File: config.mk
export PLATFORM = sky130hd
export DESIGN_NAME = match_scorekeeper
export DESIGN_NICKNAME = d
export VERILOG_FILES = /design/src/rtl/victory_pkg.sv /design/src/rtl/score_counter.sv /design/src/rtl/seg7.sv /design/src/rtl/match_scorekeeper.sv
export SDC_FILE = /design/constraint.sdc
export NUM_CORES = 1
export LEC_CHECK = 0
export ABC_AREA = 1
export BUFFER_PORTS_ARGS = -buffer_cell sky130_fd_sc_hd__buf_2
export CAP_MARGIN = 20
export CORE_UTILIZATION = 30
export CTS_CLUSTER_DIAMETER = 150
export CTS_CLUSTER_SIZE = 25
export DETAILED_ROUTE_END_ITERATION = 12
export MAX_ROUTING_LAYER = met4
export PLACE_DENSITY = 0.63
export REMOVE_ABC_BUFFERS = 1
export SYNTH_ARGS = -nofsm -noshare
export SYNTH_HDL_FRONTEND = slang
export SYNTH_SLANG_ARGS = --single-unit
File: constraint.sdc
create_clock -name clk -period 1.37 [get_ports clk]
set_input_delay 0.2055 -clock clk [delete_from_list [all_inputs] [get_ports clk]]
set_output_delay 0.2055 -clock clk [all_outputs]
set_load 0.02 [all_outputs]
File: src/rtl/victory_pkg.sv
// Shared types and constants for the tug-of-war match scorekeeper.
package victory_pkg;

    // Round/match control states.
    typedef enum logic [1:0] {
        PLAY    = 2'd0,
        RESTART = 2'd1,
        OVER    = 2'd2
    } state_t;

    // Winner encodings as seen on the winner output.
    localparam logic [1:0] WIN_NONE = 2'b00;
    localparam logic [1:0] WIN_L    = 2'b01;
    localparam logic [1:0] WIN_R    = 2'b10;

    // Largest target score that still fits one decimal digit on the HEX display.
    localparam int SCORE_MAX = 9;

endpackage

File: src/rtl/score_counter.sv
// Four-bit round-win counter with synchronous clear and increment.
// Saturation is handled by the controller, which only increments in PLAY.
module score_counter (
    input  logic       clk,
    input  logic       reset,
    input  logic       inc,
    input  logic       clr,
    output logic [3:0] count
);

    // Clear wins over increment so a new match always starts from zero.
    always_ff @(posedge clk or negedge reset) begin
        if (!reset) begin
            count <= 4'd0;
        end else if (clr) begin
            count <= 4'd0;
        end else if (inc) begin
            count <= count + 4'd1;
        end
    end

endmodule

File: src/rtl/seg7.sv
// Active-low seven-segment decoder, segment order {g,f,e,d,c,b,a}.
// Values above 9 blank the display.
module seg7 (
    input  logic [3:0] digit,
    output logic [6:0] seg
);

    // Pure lookup from digit to segment pattern.
    always_comb begin
        seg = 7'b1111111;
        case (digit)
            4'd0: seg = 7'b1000000;
            4'd1: seg = 7'b1111001;
            4'd2: seg = 7'b0100100;
            4'd3: seg = 7'b0110000;
            4'd4: seg = 7'b0011001;
            4'd5: seg = 7'b0010010;
            4'd6: seg = 7'b0000010;
            4'd7: seg = 7'b1111000;
            4'd8: seg = 7'b0000000;
            4'd9: seg = 7'b0010000;
            default: seg = 7'b1111111;
        endcase
    end

endmodule

File: src/rtl/match_scorekeeper.sv
// Round and match scorekeeper for the two-player tug-of-war game.
// A round is won when a player presses while their edge light is lit.
// Non-final rounds pulse round_restart for one cycle; the final point
// freezes the match in OVER until new_match is requested.
// Handshake note: press_l, press_r and new_match are single-cycle strobes
// with no backpressure; round_restart is a single-cycle strobe to the
// playfield, also without backpressure.
module match_scorekeeper
    import victory_pkg::*;
#(
    parameter int WIN_SCORE = 7
) (
    input  logic       clk,
    input  logic       reset,
    input  logic       edge_l,
    input  logic       edge_r,
    input  logic       press_l,
    input  logic       press_r,
    input  logic       new_match,
    output logic       round_restart,
    output logic [3:0] score_l,
    output logic [3:0] score_r,
    output logic [1:0] winner,
    output logic [6:0] hex_l,
    output logic [6:0] hex_r
);

    // The score must fit a single decimal digit.
    generate
        if (WIN_SCORE < 1 || WIN_SCORE > SCORE_MAX) begin : g_bad_win_score
            $error("match_scorekeeper: WIN_SCORE must be within 1..9");
        end
    endgenerate

    localparam logic [3:0] WIN_VAL = 4'(WIN_SCORE);

    state_t     state;
    state_t     state_next;
    logic       qual_l;
    logic       qual_r;
    logic       final_l;
    logic       final_r;
    logic       inc_l;
    logic       inc_r;
    logic       clr;
    logic [1:0] winner_next;

    assign qual_l  = edge_l & press_l;
    assign qual_r  = edge_r & press_r;
    assign final_l = ((score_l + 4'd1) == WIN_VAL);
    assign final_r = ((score_r + 4'd1) == WIN_VAL);

    // State and winner registers.
    always_ff @(posedge clk or negedge reset) begin
        if (!reset) begin
            state  <= PLAY;
            winner <= WIN_NONE;
        end else begin
            state  <= state_next;
            winner <= winner_next;
        end
    end

    // Next state: new_match overrides everything and recentres the playfield.
    always_comb begin
        state_next = state;
        if (new_match) begin
            state_next = RESTART;
        end else begin
            case (state)
                PLAY: begin
                    if (qual_l && !qual_r) begin
                        state_next = final_l ? OVER : RESTART;
                    end else if (qual_r && !qual_l) begin
                        state_next = final_r ? OVER : RESTART;
                    end else if (qual_l && qual_r) begin
                        state_next = RESTART;
                    end
                end
                RESTART: state_next = PLAY;
                OVER:    state_next = OVER;
                default: state_next = PLAY;
            endcase
        end
    end

    // Outputs: counter controls, next winner and the restart strobe.
    always_comb begin
        clr           = new_match;
        inc_l         = !new_match && (state == PLAY) && qual_l && !qual_r;
        inc_r         = !new_match && (state == PLAY) && qual_r && !qual_l;
        round_restart = (state == RESTART);
        winner_next   = winner;
        if (new_match) begin
            winner_next = WIN_NONE;
        end else if (inc_l && final_l) begin
            winner_next = WIN_L;
        end else if (inc_r && final_r) begin
            winner_next = WIN_R;
        end
    end

    score_counter u_score_l (
        .clk   (clk),
        .reset (reset),
        .inc   (inc_l),
        .clr   (clr),
        .count (score_l)
    );

    score_counter u_score_r (
        .clk   (clk),
        .reset (reset),
        .inc   (inc_r),
        .clr   (clr),
        .count (score_r)
    );

    seg7 u_hex_l (
        .digit (score_l),
        .seg   (hex_l)
    );

    seg7 u_hex_r (
        .digit (score_r),
        .seg   (hex_r)
    );

endmodule

# == Yosys cells after proc, flatten, opt, wreduce, memory -nomap -nowiden ==
# Memory sizes are Yosys's and may differ from the RTL's.
# Index checks and enable logic that the tools add are counted.
# Widths: inputs -> output; s select.
# classes
add_sub_neg,2
eq_ne,5
mux,14
bitwise,2
n_reduce_logical,17
# op_table
cell,count
$mux 2,9
$mux 4,4
$logic_and 1x1->1,10
$add 4x1->4 const B,2
$eq 4x3->1 const B,2
$ne 5x5->1 const B,1
$pmux 2 s2,1
$reduce_bool 2->1,2
$logic_not 1->1,3
$reduce_bool 3->1,1
$and 1x1->1,2
$eq 2x1->1 const B,1
$eq 2x2->1 const B,1
$logic_not 2->1,1
# word_totals
ff_bits,12
mem_bits_ro,224
inputBits,7
output_inout_bits,25
elab_cells,46
memories,2
# memory_table
name,depth,word_bits,read_ports,rd_clocked_by_memory_dff,wr,line_no,rtl
(name not given),16,7,1,0,0,seg7.sv:11,case (digit)
(name not given),16,7,1,0,0,seg7.sv:11,

# == Logic depth before layout (Yosys ltp) ==
# Gate-level depths: netlist (run 1).
# depth
depth_word,8
mapped_depth,9
ltp_nobuf,9

# == Modules after synthesis ==
# Synthesis (run 1) repeated with hierarchy kept, for this count alone.
# unflattened
hier_cells,165
hier_area_um2,1077.3
# by_module_without_submodules
module,n_inst,cells_per_inst,area_each_um2,seq_area_each_um2
score_counter,2,24,201.4,100.1
seg7,2,35,187.7,0.0
match_scorekeeper,1,47,299.0,100.1

# == Worst setup path after synthesis (run 1) ==
# OpenSTA, ideal clock, no wires.
# synth_timing
path_kind,reg2out
startpoint,reg u_score_l.count[0]
endpoint,out hex_l[3]
arrival_time_ns,1.572
required_time_ns,1.165
slack_ns,-0.408
stages_incl_launch_ff,6
path_buffers,0
cell_sequence,dfrtp_1 > inv_1 > ha_1 > nand2_1 > inv_1 > o21ai_0
# synth_via
elab_chain_cells,1
# synth_lines
element,line_no,rtl
from (decl),score_counter.sv:8,output logic [3:0] count
from (signal assigned),score_counter.sv:18,count <= count + 4'd1;
$mem_v2 16x7,-,
to (decl),match_scorekeeper.sv:24,"output logic [6:0] hex_l,"
# No other way between the ends.

# == Worst setup path after layout (run 1) ==
# layout_timing
startpoint,reg u_score_l.count[0]
endpoint,out hex_l[5]
# Same word-level chain as after synthesis.

==> results of run 1 <==
synth_stat cells, types with 2 or more instances:
library cell | count | area [um2]
nor2_2 | 3 | 18.77
nand3_2 | 2 | 20.02
a21oi_1 | 2 | 10.01
nand3_1 | 11 | 55.05
nor2_1 | 5 | 18.77
a31o_2 | 2 | 17.52
o21ai_0 | 10 | 50.05
nor2_4 | 2 | 22.52
nand4_1 | 2 | 12.51
nand2_2 | 4 | 25.02
o21a_1 | 2 | 15.01
nand2_1 | 35 | 131.4
inv_1 | 17 | 63.81
inv_2 | 5 | 18.77
o21ai_1 | 8 | 40.04
ha_1 | 10 | 125.1
dfrtp_1 | 12 | 300.3
o22ai_1 | 2 | 12.51
layer usage:
layer	track usage, %	wire length, um	up-vias
li1	-	-	603
met1	24.34	1259	530
met2	32.54	1519	37
met3	1.082	106	4
met4	9.302	46	0
met5	-	0	-
cell families (layout without fill, tap and decap cells):
| kind of cell | count (synthesis) | in the layout | synth area share [%] |
|---|---|---|---|
| AND/OR/NAND/NOR | 65 | 65 | 31.50 |
| AO/OA/AOI/OAI | 27 | 27 | 15.25 |
| buffers and inverters | 25 | 99 | 10.75 |
| flip-flops | 12 | 12 | 30.00 |
| adder cells (fa/ha/maj) | 10 | 10 | 12.50 |
area by class of cell:
| class | instances | area [um2] | area share [%] |
|---|---|---|---|
| multi-input combinational | 102 | 828.3 | 43.38 |
| timing repair buffer | 72 | 595.6 | 31.19 |
| sequential | 12 | 302.8 | 15.86 |
| inverter | 23 | 91.34 | 4.784 |
| tap | 44 | 55.05 | 2.883 |
| clock buffer | 4 | 36.28 | 1.900 |
registers in the layout, indices dropped and copies added, names as in the netlist:
signal,count
u_score_l.count,4
u_score_r.count,4
state,2
winner,2
worst max-delay path by stage:
stage,end,slack [ns],startpoint,cells past startpoint
floorplan,hex_r[3],-0.41,u_score_r.count[0]$_DFFE_PN0P_,5
global placement,hex_l[3],-0.03,u_score_l.count[0]$_DFFE_PN0P_,6
detailed placement,hex_l[3],-0.09,u_score_l.count[0]$_DFFE_PN0P_,6
CTS,hex_l[3],-0.27,u_score_l.count[0]$_DFFE_PN0P_,5
global route,hex_l[5],-0.37,u_score_l.count[0]$_DFFE_PN0P_,6
finish,hex_l[5],-0.32,u_score_l.count[0]$_DFFE_PN0P_,6
layout by cell type, fill, tap and decap left out, types with 3 or more instances in the layout:
| cell type | netlist | final |
|---|---|---|
| buf_6 | 1 | 22 |
| o21ai_1 | 8 | 14 |
| buf_4 | 1 | 31 |
| nor2_1 | 5 | 4 |
| nand2_2 | 4 | 6 |
| nand3_4 | 0 | 3 |
| ha_4 | 0 | 9 |
| inv_2 | 5 | 12 |
| buf_2 | 0 | 17 |
| nor2_2 | 3 | 4 |
| nand2_4 | 1 | 7 |
| clkbuf_4 | 0 | 3 |
| o21ai_2 | 0 | 3 |
| nand2_1 | 35 | 27 |
| dfrtp_1 | 12 | 10 |
| nand3_2 | 2 | 4 |
| nand3_1 | 11 | 6 |
| inv_1 | 17 | 9 |
metrics by stage:
stage	setup slack (ns)	total power [W]	instances	util, %	hold WS, ns
floorplan	-0.4149	0.0004505	137	-	-0.09009
global placement	-0.03458	0.0005154	235	43.99	0.1010
detailed placement	-0.08532	0.0005159	235	43.99	0.1047
CTS	-0.2747	0.0008464	253	57.10	0.1753
global route	-0.3667	0.0009091	257	61.53	0.1886
finish	-0.3199	0.0008577	257	61.53	0.1748
what timing repair did:
action | in CTS | in global routing
endpoints found under the hold margin | 12 | 0
endpoints found under the setup margin | 17 | 19
pin swaps | 22 | 17
resized for setup | 76 | 26
hold buffers | 1 | 0
buffers inserted | 14 | 5
power groups by stage:
stage / registers (W) / clock network [W] / logic, W
finish: 0.000365 / 0.000286 / 0.000207
CTS: 0.000364 / 0.000296 / 0.000186
detailed placement: 0.000371 / 0 / 0.000145
floorplan: 0.000377 / 0 / 0.0000737
global placement: 0.000371 / 0 / 0.000145
global route: 0.000366 / 0.000316 / 0.000227
worst max-delay path, stage by stage, from the launching register on:
cell     delay, ns
dfrtp_1       0.44
buf_4         0.15
ha_4          0.14
nand2_4       0.07
o21a_1        0.12
o21ai_1       0.13
buf_4         0.15
==> qor.yml, run 1 <==
synth_edf_count: 0
required_ns: 1.16
die_h_um: 59.76
clock_path_buffers: 2
io_pins: 32
slew_viol_final: 0
r2r-end: "state[1]$_DFFE_PN0P_"
end_kind: "output port"
initial_core_util_pct: 32.26
min_to: "state[1]$_DFFE_PN0P_"
synth.distinct_cells: 23
grt_pass1_wl_um: 5140
clk-insertion-delay-late_ns: 0.28
internal-power_w: 0.0006197
drtIter0Drc: 30
gp_congestion: 0.8825
grt_pass1_vias: 1126
drc: 0
r2r-start: "u_score_l.count[0]$_DFFE_PN0P_"
min-delay-start: "new_match"
yosys_warnings: 0
wl_per_cell_um: 11.40
rr_worst_depth: 11
leakage_nw: 0.9890
dr.pass1.iters: 4
die_width_um: 59.76
placed_cell_area_mm2: 0.001365
clock_sinks: 12
crit_path_start_kind: "flop"
grt_max_degree: 13
combPwrFrac_pct: 24.1
hpwl_um: 1888
num_vias: 1174
die_area_mm2: 0.003571
timing.final.hold_violations: 0
layout-drive-gt1-share_pct: 61.97
fin_skew_ns: 0.01259
finish.instance_area_mm2: 0.001909
min_period_ns: 1.690
core.rowCount: 20
ys_ff_latch: 12
wl_um: 2931
p_seq_share_pct: 42.6
cts_buffers: 3
max_slew_margin_pct: 80.81
maxCapViolCount: 0
hp-class: "input port to flop"
antenna_found_initial: 0
crit_type: "flop to output port"
crit_fanout: 4
finalSetupTns_ns: -3.677
ir_drop_mv: 0.2294
setup_ws_ns: -0.3199
cts_tree: "yes"
fin_crit_sh_pct: 123.4
fmax_mhz: 591.8
synthCells: 139
hold_depth: 4
clkPwrFrac_pct: 33.3
worstPathArrival_ns: 1.48
port_buffers: 31
area_growth_pct: 90.75
rrSetupSlack_ns: -0.13
violations: "negative setup slack"
powerDensity_mw_per_mm2: 449.2
p_switching_w: 0.0002380
clkSlewWorstSetupHoldPaths_ns: 0.09
seq_area_frac_synth_pct: 30.00
status: "complete, but fails checks"
grt_usage_pct: 19.63
ant_nets: 0
htree_levels: 1
setup_viol: 18
worstMarginPinSlew_ns: 0.2879
netlist_area_mm2: 0.001001
n_fill_cell: 298
syn_area_per_cell_um2: 7.201
antenna_cells: 0
vias_per_cell: 4.568
fin_nets: 231
cts-root-buf: "clkbuf_4"
rsz0062_at_grt: "true"
core_mm2: 0.003103
swShare_pct: 27.75
overflow: 0
synthFlopType: "dfrtp_1"
synth-async-reset-ratio_pct: 100.0
Power figures use the tool's default switching activity.
==> inputs of run 2 (changes only) <==
- MAX_ROUTING_LAYER: met4 -> unset
==> qor.yml, run 2 (synthesis results as in run 1) <==
crit_slowest_cell: "dfrtp_1"
setup_ws_ns: -0.3178  # +0.002112 ns
rr_worst_depth: 11  # unchanged
violations: "negative setup slack"
finalSetupTns_ns: -3.680  # -0.003470 ns
rsz0062_at_grt: "true"
hpwl_um: 1888  # unchanged
grt_max_degree: 13  # unchanged
clkPwrFrac_pct: 33.4  # about the same
htree_levels: 1  # unchanged
die_h_um: 59.76  # unchanged
min-delay-start: "new_match"
die_width_um: 59.76  # unchanged
slew_viol_final: 0  # unchanged
clock_sinks: 12  # unchanged
dr.pass1.iters: 4  # unchanged
cp_common_cell: "buf_4"
cts-root-buf: "clkbuf_4"
hold_depth: 4  # unchanged
critical_path_buf_inv_count: 2  # unchanged
layout-drive-gt1-share_pct: 61.97  # unchanged
max_slew_margin_pct: 80.80  # about the same
top_regs: "u_score_l.count: 4 flops, u_score_r.count: 4 flops"
utilization_pct: 61.53  # unchanged
seqCellArea_um2: 302.8  # unchanged
fin_nets: 231  # unchanged
timing.final.hold_violations: 0  # unchanged
crit_fanout: 4  # unchanged
worstPathArrival_ns: 1.48  # about the same
grt_pass1_vias: 1127  # +0.089%
wl_um: 2947  # +0.55%
min_to: "state[1]$_DFFE_PN0P_"
ir_drop_mv: 0.2294  # about the same
ant_nets: 0  # unchanged
antenna_found_initial: 0  # unchanged
p_switching_w: 0.0002389  # +0.38%
status: "complete, but fails checks"
hp-class: "input port to flop"
required_ns: 1.16  # about the same
cp_top_family: "flip-flops"
vias_per_cell: 4.595  # +0.60%
overflow: 0  # unchanged
mostFrequentLayoutCell: "buf_4"
r2r-start: "u_score_l.count[0]$_DFFE_PN0P_"
drc: 0  # unchanged
grt_usage_pct: 19.07  # -0.56 points
n_fill_cell: 298  # unchanged
rrSetupSlack_ns: -0.14  # about the same
fin_crit_sh_pct: 123.2  # -0.15 points
final_cell_mix: "buf_4, nand2_1, buf_6, buf_2, o21ai_1"
fmax_mhz: 592.5  # +0.13%
gp_congestion: 0.8684  # -1.6%
setup_viol: 18  # unchanged
end_kind: "output port"
p_total_w: 0.0008585  # about the same
maxCapViolCount: 0  # unchanged
post-place-ws_ns: -0.08532  # unchanged
area_growth_pct: 90.75  # unchanged
leakage_nw: 0.9890  # unchanged
core_mm2: 0.003103  # unchanged
grt_pass1_wl_um: 5140  # unchanged
combPwrFrac_pct: 24.1  # about the same
swShare_pct: 27.83  # +0.078 points
antenna_cells: 0  # unchanged
fin_skew_ns: 0.01207  # -0.0005162 ns
powerDensity_mw_per_mm2: 449.6  # about the same
clock_path_buffers: 2  # unchanged
crit_chain: "buf_4 > ha_4 > nand2_4 > o21a_1 > o21ai_1 > buf_4"
drtIter0Drc: 23  # -23%
num_vias: 1181  # +0.60%
p_seq_share_pct: 42.5  # about the same
clk-insertion-delay-late_ns: 0.28  # about the same
cts_buffers: 3  # unchanged
internal-power_w: 0.0006196  # about the same
initial_core_util_pct: 32.26  # unchanged
port_buffers: 31  # unchanged
multi_input_area_um2: 828.3  # unchanged
wl_per_cell_um: 11.47  # +0.55%
crit_path_start_kind: "flop"
die_area_mm2: 0.003571  # unchanged
placed_cell_area_mm2: 0.001365  # unchanged
cts_tree: "yes"
crit_type: "flop to output port"
finish.instance_area_mm2: 0.001909  # unchanged
worstMarginPinSlew_ns: 0.2880  # +0.0001045 ns
core.rowCount: 20  # unchanged
max_stage_delay_ns: 0.44  # about the same
min_period_ns: 1.688  # -0.002112 ns
io_pins: 32  # unchanged
clkSlewWorstSetupHoldPaths_ns: 0.09  # about the same
r2r-end: "state[1]$_DFFE_PN0P_"
[run 2: cell counts in the layout (fill, tap and decap cells not counted)]
Identical to the previous run, type by type.
[run 2: metrics by stage]
stage	instances	hold slack (ns)
2_1_floorplan	137	-0.09009
3_3_place_gp	235	0.1010
3_5_place_dp	235	0.1047
4_1_cts	253	0.1753
5_1_grt	257	0.1886
6_report	257	0.1749
[run 2: timing repair]
action,CTS,global route
setup buffers,14,5
resized for setup,76,26
endpoints found under the setup margin,17,19
pin swaps,22,17
hold buffers,1,0
endpoints found under the hold margin,12,0
gates cloned,0,0
[run 2: area by class of cell]
type | count | share of cell area, %
inverters | 23 | 4.784
well taps | 44 | 2.883
flip-flops and latches | 12 | 15.86
multi-input cells | 102 | 43.38
clock buffers | 4 | 1.900
repair buffers | 72 | 31.19
[run 2: power by group through the flow]
stage               clock [W]  combinational [W]  sequential [W]
floorplan                   0          0.0000737        0.000377
global placement            0           0.000145        0.000371
detailed placement          0           0.000145        0.000371
CTS                  0.000296           0.000186        0.000364
global route         0.000316           0.000227        0.000366
finish               0.000287           0.000207        0.000365
[run 2: how the worst max path moves through the flow]
stage	to	start	slack (ns)	cells after the start
after floorplan	hex_r[3]	u_score_r.count[0]$_DFFE_PN0P_	-0.41	5
after global placement	hex_l[3]	u_score_l.count[0]$_DFFE_PN0P_	-0.03	6
after detailed placement	hex_l[3]	u_score_l.count[0]$_DFFE_PN0P_	-0.09	6
after CTS	hex_l[3]	u_score_l.count[0]$_DFFE_PN0P_	-0.27	5
after global routing	hex_l[5]	u_score_l.count[0]$_DFFE_PN0P_	-0.37	6
final	hex_l[5]	u_score_l.count[0]$_DFFE_PN0P_	-0.32	6
[run 2: metal layers]
layer / GRT usage, % / share of wire, %
met1: 24.34 / 43
met4: 9.302 / 1.6
met3: 1.082 / 4.1
met2: 32.54 / 52
met5: 0 / 0
[run 2: worst min-delay path: stages]
cell	delay, ns
buf_2	0.09
nor2_2	0.04
nand2_1	0.05
inv_1	0.03
